`src/rtl/spike_rate_decoder.sv`:
```
// Spike-rate decoder: counts rising edges of spike_in over a fixed window of clk cycles
// and hands the count over a valid/ready port. Define SPIKE_SYNC_EN to add a 2-flop input synchronizer.
module spike_rate_decoder #(
  parameter int unsigned WIDTH  = 8,
  parameter logic [15:0] WINDOW = 16'd1000
) (
  input  logic             clk,
  input  logic             rst_n,
  input  logic             en,
  input  logic             spike_in,
  output logic [WIDTH-1:0] rate,
  output logic             rate_valid,
  input  logic             rate_ready,
  output logic             overrun
);

  typedef enum logic {IDLE, COUNT} state_t;

  localparam logic [WIDTH-1:0] CNT_MAX = '1;

  state_t           state, state_next;
  logic             spike_s, spike_prev;
  logic [15:0]      win_cnt;
  logic [WIDTH-1:0] spike_cnt;
  logic             edge_det, win_last, load, drop, accept;
  logic [WIDTH-1:0] result;

  function automatic logic [WIDTH-1:0] sat_add(input logic [WIDTH-1:0] a, input logic b);
    logic [WIDTH:0] sum;
    sum = {1'b0, a} + {{WIDTH{1'b0}}, b};
    return sum[WIDTH] ? CNT_MAX : sum[WIDTH-1:0];
  endfunction

`ifdef SPIKE_SYNC_EN
  logic [1:0] sync_q;

  always_ff @(posedge clk or negedge rst_n) begin
    if (!rst_n) sync_q <= '0;
    else        sync_q <= {sync_q[0], spike_in};
  end

  assign spike_s = sync_q[1];
`else
  assign spike_s = spike_in;
`endif

  // History samples every cycle, so a level already high when COUNT starts is not an edge.
  // NOTE: sequential state uses non-blocking assignments so all flops update from pre-edge values.
  always_ff @(posedge clk or negedge rst_n) begin
    if (!rst_n) spike_prev <= 1'b0;
    else        spike_prev <= spike_s;
  end

  always_ff @(posedge clk or negedge rst_n) begin
    if (!rst_n) state <= IDLE;
    else        state <= state_next;
  end

  always_comb begin
    state_next = en ? COUNT : IDLE;
  end

  // NOTE: every signal gets a default at the top of always_comb so no latch is inferred.
  always_comb begin
    edge_det = 1'b0;
    win_last = 1'b0;
    if (state == COUNT) begin
      edge_det = spike_s & ~spike_prev;
      win_last = (win_cnt == WINDOW - 16'd1);
    end
    result = sat_add(spike_cnt, edge_det);
    accept = rate_valid & rate_ready;
    load   = win_last & (~rate_valid | rate_ready);
    drop   = win_last & rate_valid & ~rate_ready;
  end

  // Leaving COUNT for any reason throws away the partial window.
  always_ff @(posedge clk or negedge rst_n) begin
    if (!rst_n) begin
      win_cnt   <= '0;
      spike_cnt <= '0;
    end else if (state != COUNT || win_last) begin
      win_cnt   <= '0;
      spike_cnt <= '0;
    end else begin
      win_cnt   <= win_cnt + 16'd1;
      spike_cnt <= result;
    end
  end

  always_ff @(posedge clk or negedge rst_n) begin
    if (!rst_n) begin
      rate       <= '0;
      rate_valid <= 1'b0;
      overrun    <= 1'b0;
    end else begin
      if (load) begin
        rate       <= result;
        rate_valid <= 1'b1;
      end else if (accept) begin
        rate_valid <= 1'b0;
      end
      if (drop) overrun <= 1'b1;
    end
  end

endmodule

```
`config.mk`:
```
export PLATFORM = sky130hd
export DESIGN_NAME = spike_rate_decoder
export DESIGN_NICKNAME = d
export VERILOG_FILES = /design/src/rtl/spike_rate_decoder.sv
export SDC_FILE = /design/constraint.sdc
export NUM_CORES = 1
export LEC_CHECK = 0
export ABC_AREA = 1
export ABC_CLOCK_PERIOD_IN_PS = 1700
export BUFFER_PORTS_ARGS = -buffer_cell sky130_fd_sc_hd__buf_2
export CAP_MARGIN = 5
export CELL_PAD_IN_SITES_DETAIL_PLACEMENT = 1
export CELL_PAD_IN_SITES_GLOBAL_PLACEMENT = 1
export CORE_MARGIN = 2
export CORE_UTILIZATION = 34
export DETAILED_ROUTE_END_ITERATION = 10
export PLACE_DENSITY_LB_ADDON = 0.1
export SETUP_SLACK_MARGIN = 0.05
export SLEW_MARGIN = 20
export SYNTH_ARGS = -nofsm -noshare
export SYNTH_HDL_FRONTEND = slang
export SYNTH_SLANG_ARGS = --single-unit
export TNS_END_PERCENT = 1
```
`constraint.sdc`:
```
create_clock -name clk -period 1.7 [get_ports clk]
set_input_delay 0.085 -clock clk [delete_from_list [all_inputs] [get_ports clk]]
set_output_delay 0.085 -clock clk [all_outputs]
set_load 0.01 [all_outputs]
```
Word level (Yosys, flattened, before mapping)
Cells that the tools add are included. Widths: inputs -> output; s select.

Mux-type cells: 8. Reduce and logical (&&, ||, !) cells: 2. Add/subtract/negate cells: 2. Equal/unequal tests: 1. Bitwise gates (word level): 10.

Operators by type and width (count): $add 16x1->16 const B (1); $eq 16x10->1 const B (1); $mux 16 (1); $mux 8 (2); $add 8x1->9 (1); $and 1x1->1 (5); $mux 1 (5); $not 1->1 (4); $reduce_bool 2->1 (1); $logic_or 1x1->1 (1); $or 1x1->1 (1).

Output and inout port bits: 10. Input port bits: 5. Flip-flop bits (word level): 36.

Longest topological paths before layout
Gate-level depths: netlist of run 1.

Depth after elaboration: 6. Gate-level depth with buffers: 11. Gate-level depth less buffers: 11.

Least setup slack after synthesis of run 1
No wires, ideal clock.

Path type: register to register. From: reg state. To: reg spike_cnt[6]. Arrival time: 1.566 ns. Cell stages (with the launch flop): 11. Path buffers: 1. Required time: 1.581 ns. Setup slack: 0.015 ns. Cell sequence: dfrtp_1 nand2_1 nor2_1 ha_1 ha_1 nand2_2 nor2_2 nand2_1 buf_6 nand3_1 and2_1.

Word-level cells in the longest chain between the ends: 4.

RTL lines: start, declared (line 21) `state_t state, state_next;`; start signal, assigned (line 56) `else state <= state_next;`; $mux 1 (line 67) `if (state == COUNT) begin`; $add 8x1->9 (line 30) `sum = {1'b0, a} + {{WIDTH{1'b0}}, b};`; $mux 8 (line 31) `return sum[WIDTH] ? CNT_MAX : sum[WIDTH-1:0];`; $mux 8 * (line 82) `end else if (state != COUNT || win_last) begin`; end signal, assigned (line 87) `spike_cnt <= result;`; end, declared (line 24) `logic [WIDTH-1:0] spike_cnt;`.

Every way passes the cells marked *; elsewhere a longest branch is shown, timed or not. A chain may end at the register's enable or synchronous reset.

Worst setup path in the final report of run 1
From: reg state. To: reg spike_cnt[0].

Same word-level chain as after synthesis.

==> results of run 1 <==
==> power by group through the flow <==
stage          registers (mW)  logic [mW]  clock network [mW]
5_1_grt                 0.873      0.0990               0.888
2_1_floorplan           0.889      0.0444                   0
4_1_cts                 0.871      0.0878               0.865
6_report                0.871      0.0847               0.834
3_3_place_gp            0.888      0.0813                   0
3_5_place_dp            0.888      0.0825                   0
==> cells in the final DEF (no fill, tap or decap), types with 3 or more instances in the layout <==
master / instances
sky130_fd_sc_hd__nor2_1: 21
sky130_fd_sc_hd__nand2_4: 4
sky130_fd_sc_hd__nand3_2: 3
sky130_fd_sc_hd__nand2_2: 5
sky130_fd_sc_hd__dfrtp_1: 36
sky130_fd_sc_hd__dlygate4sd3_1: 3
sky130_fd_sc_hd__nor2_2: 15
sky130_fd_sc_hd__inv_1: 31
sky130_fd_sc_hd__nor2_4: 4
sky130_fd_sc_hd__nor3_2: 5
sky130_fd_sc_hd__clkbuf_8: 7
sky130_fd_sc_hd__nand3_1: 19
sky130_fd_sc_hd__buf_4: 6
sky130_fd_sc_hd__xor2_1: 4
sky130_fd_sc_hd__a21oi_2: 4
sky130_fd_sc_hd__nor3_1: 5
sky130_fd_sc_hd__nand2_1: 59
sky130_fd_sc_hd__and2_1: 3
sky130_fd_sc_hd__nand4_1: 4
sky130_fd_sc_hd__buf_2: 14
==> state kept, by name, summed over array words and instances (netlist names) <==
signal / count
rate_valid: 1
rate: 8
win_cnt: 16
spike_cnt: 8
overrun: 1
spike_prev: 1
state: 1
==> area by class of cell <==
cell class | instances | area, sq um | area share
multi-input cells | 167 | 960 | 0.400
flip-flops and latches | 36 | 901 | 0.376
repair buffers | 26 | 196 | 0.0819
inverters | 33 | 124 | 0.0517
clock buffers | 7 | 96.3 | 0.0402
well taps | 72 | 90.1 | 0.0376
clock inverters | 1 | 30.0 | 0.0125
==> metal layers <==
layer  part of all wire  wire, um  vias up
li1                   -         -      799
met1               0.53      2470      785
met2               0.43      2010       19
met3              0.027       126        6
met4              0.015        68        0
met5                  0         0        -
==> cells by family after synthesis <==
family | synth area share
buf+inv | 0.0909
simple gates | 0.377
fa+ha+maj | 0.0191
compound gates | 0.0331
xor+xnor | 0.0222
flops | 0.458
==> metrics by stage <==
stage	power (mW)	setup WS, ns	utilization
global placement	0.969	0.0911	0.389
detailed placement	0.971	0.0103	0.389
CTS	1.82	0.0813	0.419
global route	1.86	-0.0313	0.433
finish	1.79	0.0915	0.433
floorplan	0.933	0.0748	-
==> worst max-delay path, cell delays in order (launching register included) <==
cell and delay [ns]:
sky130_fd_sc_hd__dfrtp_1 0.35, sky130_fd_sc_hd__nand2_1 0.06, sky130_fd_sc_hd__nor2_1 0.11, sky130_fd_sc_hd__ha_2 0.22, sky130_fd_sc_hd__ha_4 0.15, sky130_fd_sc_hd__nand2_4 0.07, sky130_fd_sc_hd__nor2_4 0.19, sky130_fd_sc_hd__nand2_4 0.11
sky130_fd_sc_hd__buf_4 0.16, sky130_fd_sc_hd__a21oi_2 0.12
==> worst min path at each step <==
| stage | start | to | slack [ns] | cells past startpoint |
|---|---|---|---|---|
| 2_1_floorplan | rst_n | overrun | -0.21 | 0 |
| 3_3_place_gp | rst_n | win_cnt[13] | 0.17 | 2 |
| 3_5_place_dp | rst_n | win_cnt[11] | 0.17 | 2 |
| 4_1_cts | rate_ready | rate_valid | 0.27 | 5 |
| 5_1_grt | rate_ready | rate_valid | 0.32 | 5 |
| 6_report | rate_ready | rate_valid | 0.27 | 5 |
==> repair_timing <==
item                       in CTS  in global routing
pin swaps                       0                  4
gates resized for setup         2                 15
hold buffers                    3                  0
setup endpoints to repair       6                 15
hold endpoints to repair       38                  0
cloned                          0                  1
buffers inserted                0                  2
==> impl_results.md, run 1 <==
* Outcome: finished clean
* Cell type with the highest aggregate area in the netlist: sky130_fd_sc_hd__dfrtp_1
* Fraction of post-synthesis cell area in the top cell type by area at 0.458
* Placed Cells incl. Taps at roughly 330
* Vertical die dimension at roughly 80 um
* Depth of the most critical reg-to-reg path at 9
* Finished layout cell area at roughly 2400 sq um
* Power density cells at 747 nW/um^2
* Setup Crit Path Kind: register to register
* Switching share of power at 0.209
* Antenna Violating Nets Remaining at 0
* Number of vias per cell at 4.70
* Share of cells above drive strength 1 at 0.285
* Die outline area at around 6400 sq um
* Arr. time, crit path at ~1.8 ns
* Met3 routing resource usage after global routing at 0.0337
* Final HPWL DP at between 3000 and 4000 um
* Cell internal power dissipation at 1.42 mW
* Clock H-tree levels at 2
* Post-Layout Cell Count at 342
* Starting density of the core at 0.355
* Number of global-route vias before repair at ~1700
* Mean post-synth cell area at between 8 and 9 sq um
* Leading cell types by count after synthesis: sky130_fd_sc_hd__nand2_1 (63), sky130_fd_sc_hd__dfrtp_1 (36), sky130_fd_sc_hd__inv_1 (31)
* Overflow left after global routing at 0
* Flip-flop and latch count after synthesis at 36
* Fin Clk Skew at around 0.0054 ns
* Netlist area before placement at between 1500 and 2000 sq um
* Ratio of final minimum period to clock period at 0.946
* Ys async rst share at 1.00
* All-layer global routing usage at 0.166
* WL final at roughly 4700 um
* TritonCTS clock tree: done
* WP data required at about 1.9 ns
* Part of the total power dissipated in sequential elements at 0.487
* Total count of hold-check failures in the final report at 0
* Core area at approximately 5500 sq um
* First-pass iteration count of the detailed router at 4
* First-pass GRT wire length at 8200 um
* Clock transition at the register clock pins on the worst setup and hold paths after CTS at 0.07 ns
* Number of buffers created by CTS at 5
* Std cell rows at 27
* Number of DRC violations after detailed routing at 0
* Cell area reported after detailed placement at around 2200 sq um
* Initial antenna violation count at 0
* Count of fill cells added during filler insertion at slightly below 700
* Number of distinct library cells after synthesis at 26
* Post-synthesis instance total at around 240
* Met2 Usage GRT at 0.250
* Worst slew margin relative to its limit at 0.682
* Accumulated negative setup slack at 0 ns
* Max-Cap Viols at 0
* Category of the worst setup path launch point: register
* Largest net degree at the start of global routing at 37
* Synthesis-to-layout area growth at 21.8%
* Final setup viols at 0
* Number of antenna repair diodes at 0
* Worst-case clock buffer depth at 2
* Worst setup path startpoint: state
* Maximum clock frequency at slightly above 0.6 GHz
* Most common cell in the netlist: sky130_fd_sc_hd__nand2_1
* Die width at ~80 um
* Endpoint of the worst register-to-register path: spike_cnt[0]
* Fin Hold WS at about 0.27 ns
* Violation count after the first detailed-routing iteration at 55
* Vias at ~1600
* Post-synth top flop: sky130_fd_sc_hd__dfrtp_1
* Top Usage Layer GRT: met2
* Top-level port count at 15
* Clock network fraction of total power at 0.466
* Clock root buffer: sky130_fd_sc_hd__clkbuf_8
* Class of the tightest hold or removal check: primary input to register
* Routed length per placed instance at 13.7 um
* Peak supply drop at about 0.42 mV
* Max FO, Critical Path at 6
* Final Net Count at about 280
* Flop-to-flop setup slack at just over 0.09 ns
* Number of I/O port buffers at 14
* Yosys warning total at 0
* Unrepaired setup endpoints after global routing: yes
* Fraction of power consumed by combinational cells at 0.047
* Latest clock arrival within the worst-skew pair at approximately 0.29 ns
* Capture point of the critical path: spike_cnt[0]
* Number of enable flip-flop cells after synthesis at 0
* Crit path time final at 1.61 ns
* Routability-driven placement congestion ratio at 0.755
* Final slew viol count at 0
* Met1 GRT Util at 0.237
* Area contributors post-synth: sky130_fd_sc_hd__dfrtp_1 (46%), sky130_fd_sc_hd__nand2_1 (12%), sky130_fd_sc_hd__inv_1 (5.9%)
* Part of the Yosys area used for sequential elements at 0.458
* Worst reg2reg path startpoint: state
* Worst-margin pin slew at ~0.48 ns
* Element type at the critical path end: register
* Leak at around 1.2 nW
* Synthesized netlist net count at around 250
* Switching power total at roughly 0.37 mW
* Total clock sinks at 36
No activity file was read; power rests on OpenSTA's default activity.
==> run 2: changes to the inputs <==
Settings changed: ABC_AREA 1 to 0.
==> run 2 against run 1 <==
Compared with the run above:
- the run now ends with negative setup slack left
- count of clock-buffer cells in the layout is 1 lower
- via count is 14% lower
- setup slack worse by 0.38 ns
- design area is 7.8% lower
- clock skew is 0.0012 ns lower
- critical path type unchanged
- highest routed layer unchanged
==> impl_results.md, run 2 <==
* Number of I/O port buffers at 14 (unchanged)
* Share of cells above drive strength 1 at 0.298 (+0.0125)
* Netlist area before placement at 1710 sq um (-13%)
* Yosys warning total at 0 (unchanged)
* WP data required at 1.88 ns (-0.04 ns)
* Leading cell types by count after synthesis: sky130_fd_sc_hd__dfrtp_1 (36), sky130_fd_sc_hd__nor2_1 (19), sky130_fd_sc_hd__nand2_1 (17)
* Finished layout cell area at 2210 sq um (-7.8%)
* Overflow left after global routing at 0 (unchanged)
* Commonest non-fill, non-tap cell in the layout: sky130_fd_sc_hd__dfrtp_1
* Starting density of the core at 0.358 (+0.00267)
* Setup ws final at -0.285 ns (-0.376 ns)
* Power after layout at 1.53 mW (-15%)
* Final core area utilization at 0.462 (+0.0293)
* Place WS at -0.282 ns (-0.292 ns)
* Arr. time, crit path at 2.16 ns (+0.33 ns)
* Part of the Yosys area used for sequential elements at 0.526 (+0.0682)
* Area contributors post-synth: sky130_fd_sc_hd__dfrtp_1 (53%), sky130_fd_sc_hd__xor2_1 (4.6%), sky130_fd_sc_hd__nor2_1 (4.2%)
* Latest clock arrival within the worst-skew pair at 0.29 ns (about the same)
* Leak at 1.06 nW (-10%)
* Cell area reported after detailed placement at 2100 sq um (-2.7%)
* Largest net degree at the start of global routing at 37 (unchanged)
* Die outline area at 5620 sq um (-12%)
* First-pass iteration count of the detailed router at 4 (unchanged)
* TritonCTS clock tree: done
* Worst reg2reg path startpoint: win_cnt[3]
* Synthesized netlist net count at 171 (-31%)
* Antenna Violating Nets Remaining at 0 (unchanged)
* Final Net Count at 223 (-19%)
* Flip-flop and latch count after synthesis at 36 (unchanged)
* Register containing the most flip-flops in the final layout: win_cnt
* Worst-case clock buffer depth at 2 (unchanged)
* Crit path time final at 1.98 ns (+0.376 ns)
* Vias at 1379 (-14%)
* Cell-by-cell trace of the critical path: or4_1 -> or4_4 -> nor2_8 -> mux2_4
* Most common cell in the netlist: sky130_fd_sc_hd__dfrtp_1
* Count of fill cells added during filler insertion at 535 (-22%)
* Synthesis-to-layout area growth at 29.1%
* Maximum clock frequency at 0.504 GHz (-19%)
* Number of DRC violations after detailed routing at 0 (unchanged)
* Crit path buffers/inverters at 0 (-1)
* Post-Layout Cell Count at 282 (-18%)
* First-pass GRT wire length at 7300 um (-11%)
* Std cell rows at 25 (-7.4%)
* WL final at 4160 um (-11%)
* Accumulated negative setup slack at -5.45 ns (-5.45 ns)
* Fin Hold WS at 0.124 ns (-0.147 ns)
* Number of antenna repair diodes at 0 (unchanged)
* Worst-margin pin slew at 0.459 ns (-0.0186 ns)
* Cell type with the highest aggregate area in the netlist: sky130_fd_sc_hd__dfrtp_1
* Mean post-synth cell area at 10.5 sq um (+28%)
* Peak supply drop at 0.452 mV (+8.0%)
* Initial antenna violation count at 0 (unchanged)
* Startpoint of the worst hold path: rate_ready
* Core area at 4790 sq um (-14%)
* All-layer global routing usage at 0.179 (+0.0127)
* Clock transition at the register clock pins on the worst setup and hold paths after CTS at 0.07 ns (about the same)
* Final slew viol count at 0 (unchanged)
* Final setup viols at 31 (+31)
* Crit path depth at 4 (-5)
* Category of the worst setup path launch point: register
* Clock H-tree levels at 2 (unchanged)
* Fraction of post-synthesis cell area in the top cell type by area at 0.526 (+0.0682)
* Total count of hold-check failures in the final report at 0 (unchanged)
* Final HPWL DP at 3190 um (-6.8%)
* Number of global-route vias before repair at 1532 (-10%)
* Setup Crit Path Kind: register to register
* Fin Clk Skew at 0.00416 ns (-0.00124 ns)
* Largest registers: win_cnt x16, rate x8, spike_cnt x8
* Placed Cells incl. Taps at 272 (-17%)
* Class of the tightest hold or removal check: primary input to register
* Routability-driven placement congestion ratio at 0.766 (+1.5%)
* Ratio of final minimum period to clock period at 1.17 (+0.221)
* Ys async rst share at 1.00 (unchanged)
* Post-synth top flop: sky130_fd_sc_hd__dfrtp_1
* Maximum single-stage delay on the critical path at 0.51 ns (+0.16 ns)
* Number of enable flip-flop cells after synthesis at 0 (unchanged)
* Element type at the critical path end: register
* Number of buffers created by CTS at 5 (unchanged)
* Total clock sinks at 36 (unchanged)
* Post-synthesis instance total at 163 (-32%)
* Max-Cap Viols at 0 (unchanged)
* Cell type of the slowest stage on the worst timing path: sky130_fd_sc_hd__or4_1
* Hold path depth at 3 (-2)
* Vertical die dimension at 75.0 um (-6.4%)
* Post-CTS repair timing setup buffer count at 0 (unchanged)
* Violation count after the first detailed-routing iteration at 46 (-16%)
* Number of distinct library cells after synthesis at 35 (+35%)
* Clock root buffer: sky130_fd_sc_hd__clkbuf_8
* Die width at 75.0 um (-6.4%)
* Outcome: finished with violations
* Violated checks: negative setup slack
* Worst setup path startpoint: win_cnt[3]
* Depth of the most critical reg-to-reg path at 4 (-5)
* Largest delay share family, worst path: simple AND/OR/NAND/NOR gates
* Max FO, Critical Path at 5 (-1)
* Worst slew margin relative to its limit at 0.694 (+0.0124)
* Routed length per placed instance at 14.7 um (+7.9%)
* Power density cells at 692 nW/um^2 (-7.3%)
* Top-level port count at 15 (unchanged)
* Unrepaired setup endpoints after global routing: yes
* Number of flip-flops under the largest register name at 16 (unchanged)
* Number of vias per cell at 4.89 (+3.9%)
* Top library cells by usage in the layout, fill and taps aside: sky130_fd_sc_hd__dfrtp_1 (36), sky130_fd_sc_hd__buf_4 (30), sky130_fd_sc_hd__nor2_1 (19)
## run 2: cell families (layout without fill, tap and decap cells)
logic type,after synthesis,in the layout,share of synthesized area
AO/OA/AOI/OAI,13,13,0.0416
multiplexers,9,9,0.0643
buffers and inverters,9,61,0.0212
XOR/XNOR,14,14,0.0716
adder cells (fa/ha/maj),3,3,0.0219
AND/OR/NAND/NOR,79,79,0.253
flip-flops,36,36,0.526
## run 2: cell type report
| cell class | instances | area, sq um | share of cell area |
|---|---|---|---|
| clock buffers | 6 | 72.6 | 0.0328 |
| multi-input cells | 118 | 781 | 0.353 |
| repair buffers | 48 | 345 | 0.156 |
| clock inverters | 1 | 5.00 | 0.00226 |
| inverters | 6 | 22.5 | 0.0102 |
| flip-flops and latches | 36 | 901 | 0.407 |
| well taps | 67 | 83.8 | 0.0379 |
## run 2: worst paths after layout
| path | end | slack, ns |
|---|---|---|
| min in group asynchronous | spike_cnt[3] | 0.36 |
| max in group asynchronous | spike_cnt[6] | 1.00 |
| max | rate[5] | -0.28 |
| max reg2reg | rate[5] | -0.28 |
| min reg2reg | overrun | 0.51 |
| min | rate_valid | 0.12 |
## run 2: worst min-delay path, cell delays in order
cell and delay [ns]:
sky130_fd_sc_hd__buf_2 0.08, sky130_fd_sc_hd__nand2b_1 0.14, sky130_fd_sc_hd__nand2_1 0.07
## run 2: power by group
| group | switching, mW | internal, mW | total, mW | leakage [nW] |
|---|---|---|---|---|
| combinational | 0.0476 | 0.0346 | 0.0822 | 0.547 |
| clock | 0.299 | 0.279 | 0.578 | 0.0410 |
| sequential | 0.00462 | 0.866 | 0.871 | 0.475 |
| total | 0.351 | 1.18 | 1.53 | 1.06 |
## run 2: layer usage
| layer | GRT usage | share of wire | routed length, um | up-vias |
|---|---|---|---|---|
| met2 | 0.288 | 0.49 | 2030 | 18 |
| met3 | 0.0321 | 0.025 | 106 | 8 |
| li1 | - | - | - | 666 |
| met5 | 0 | 0 | 0 | - |
| met4 | 0.0774 | 0.020 | 84 | 0 |
| met1 | 0.236 | 0.47 | 1940 | 687 |
## run 2: what timing repair did
action / 4_1_cts / 5_1_grt
endpoints found under the setup margin: 31 / 31
gates resized for setup: 1 / 1
hold buffers: 3 / 0
endpoints found under the hold margin: 38 / 0
pin swaps: 0 / 0
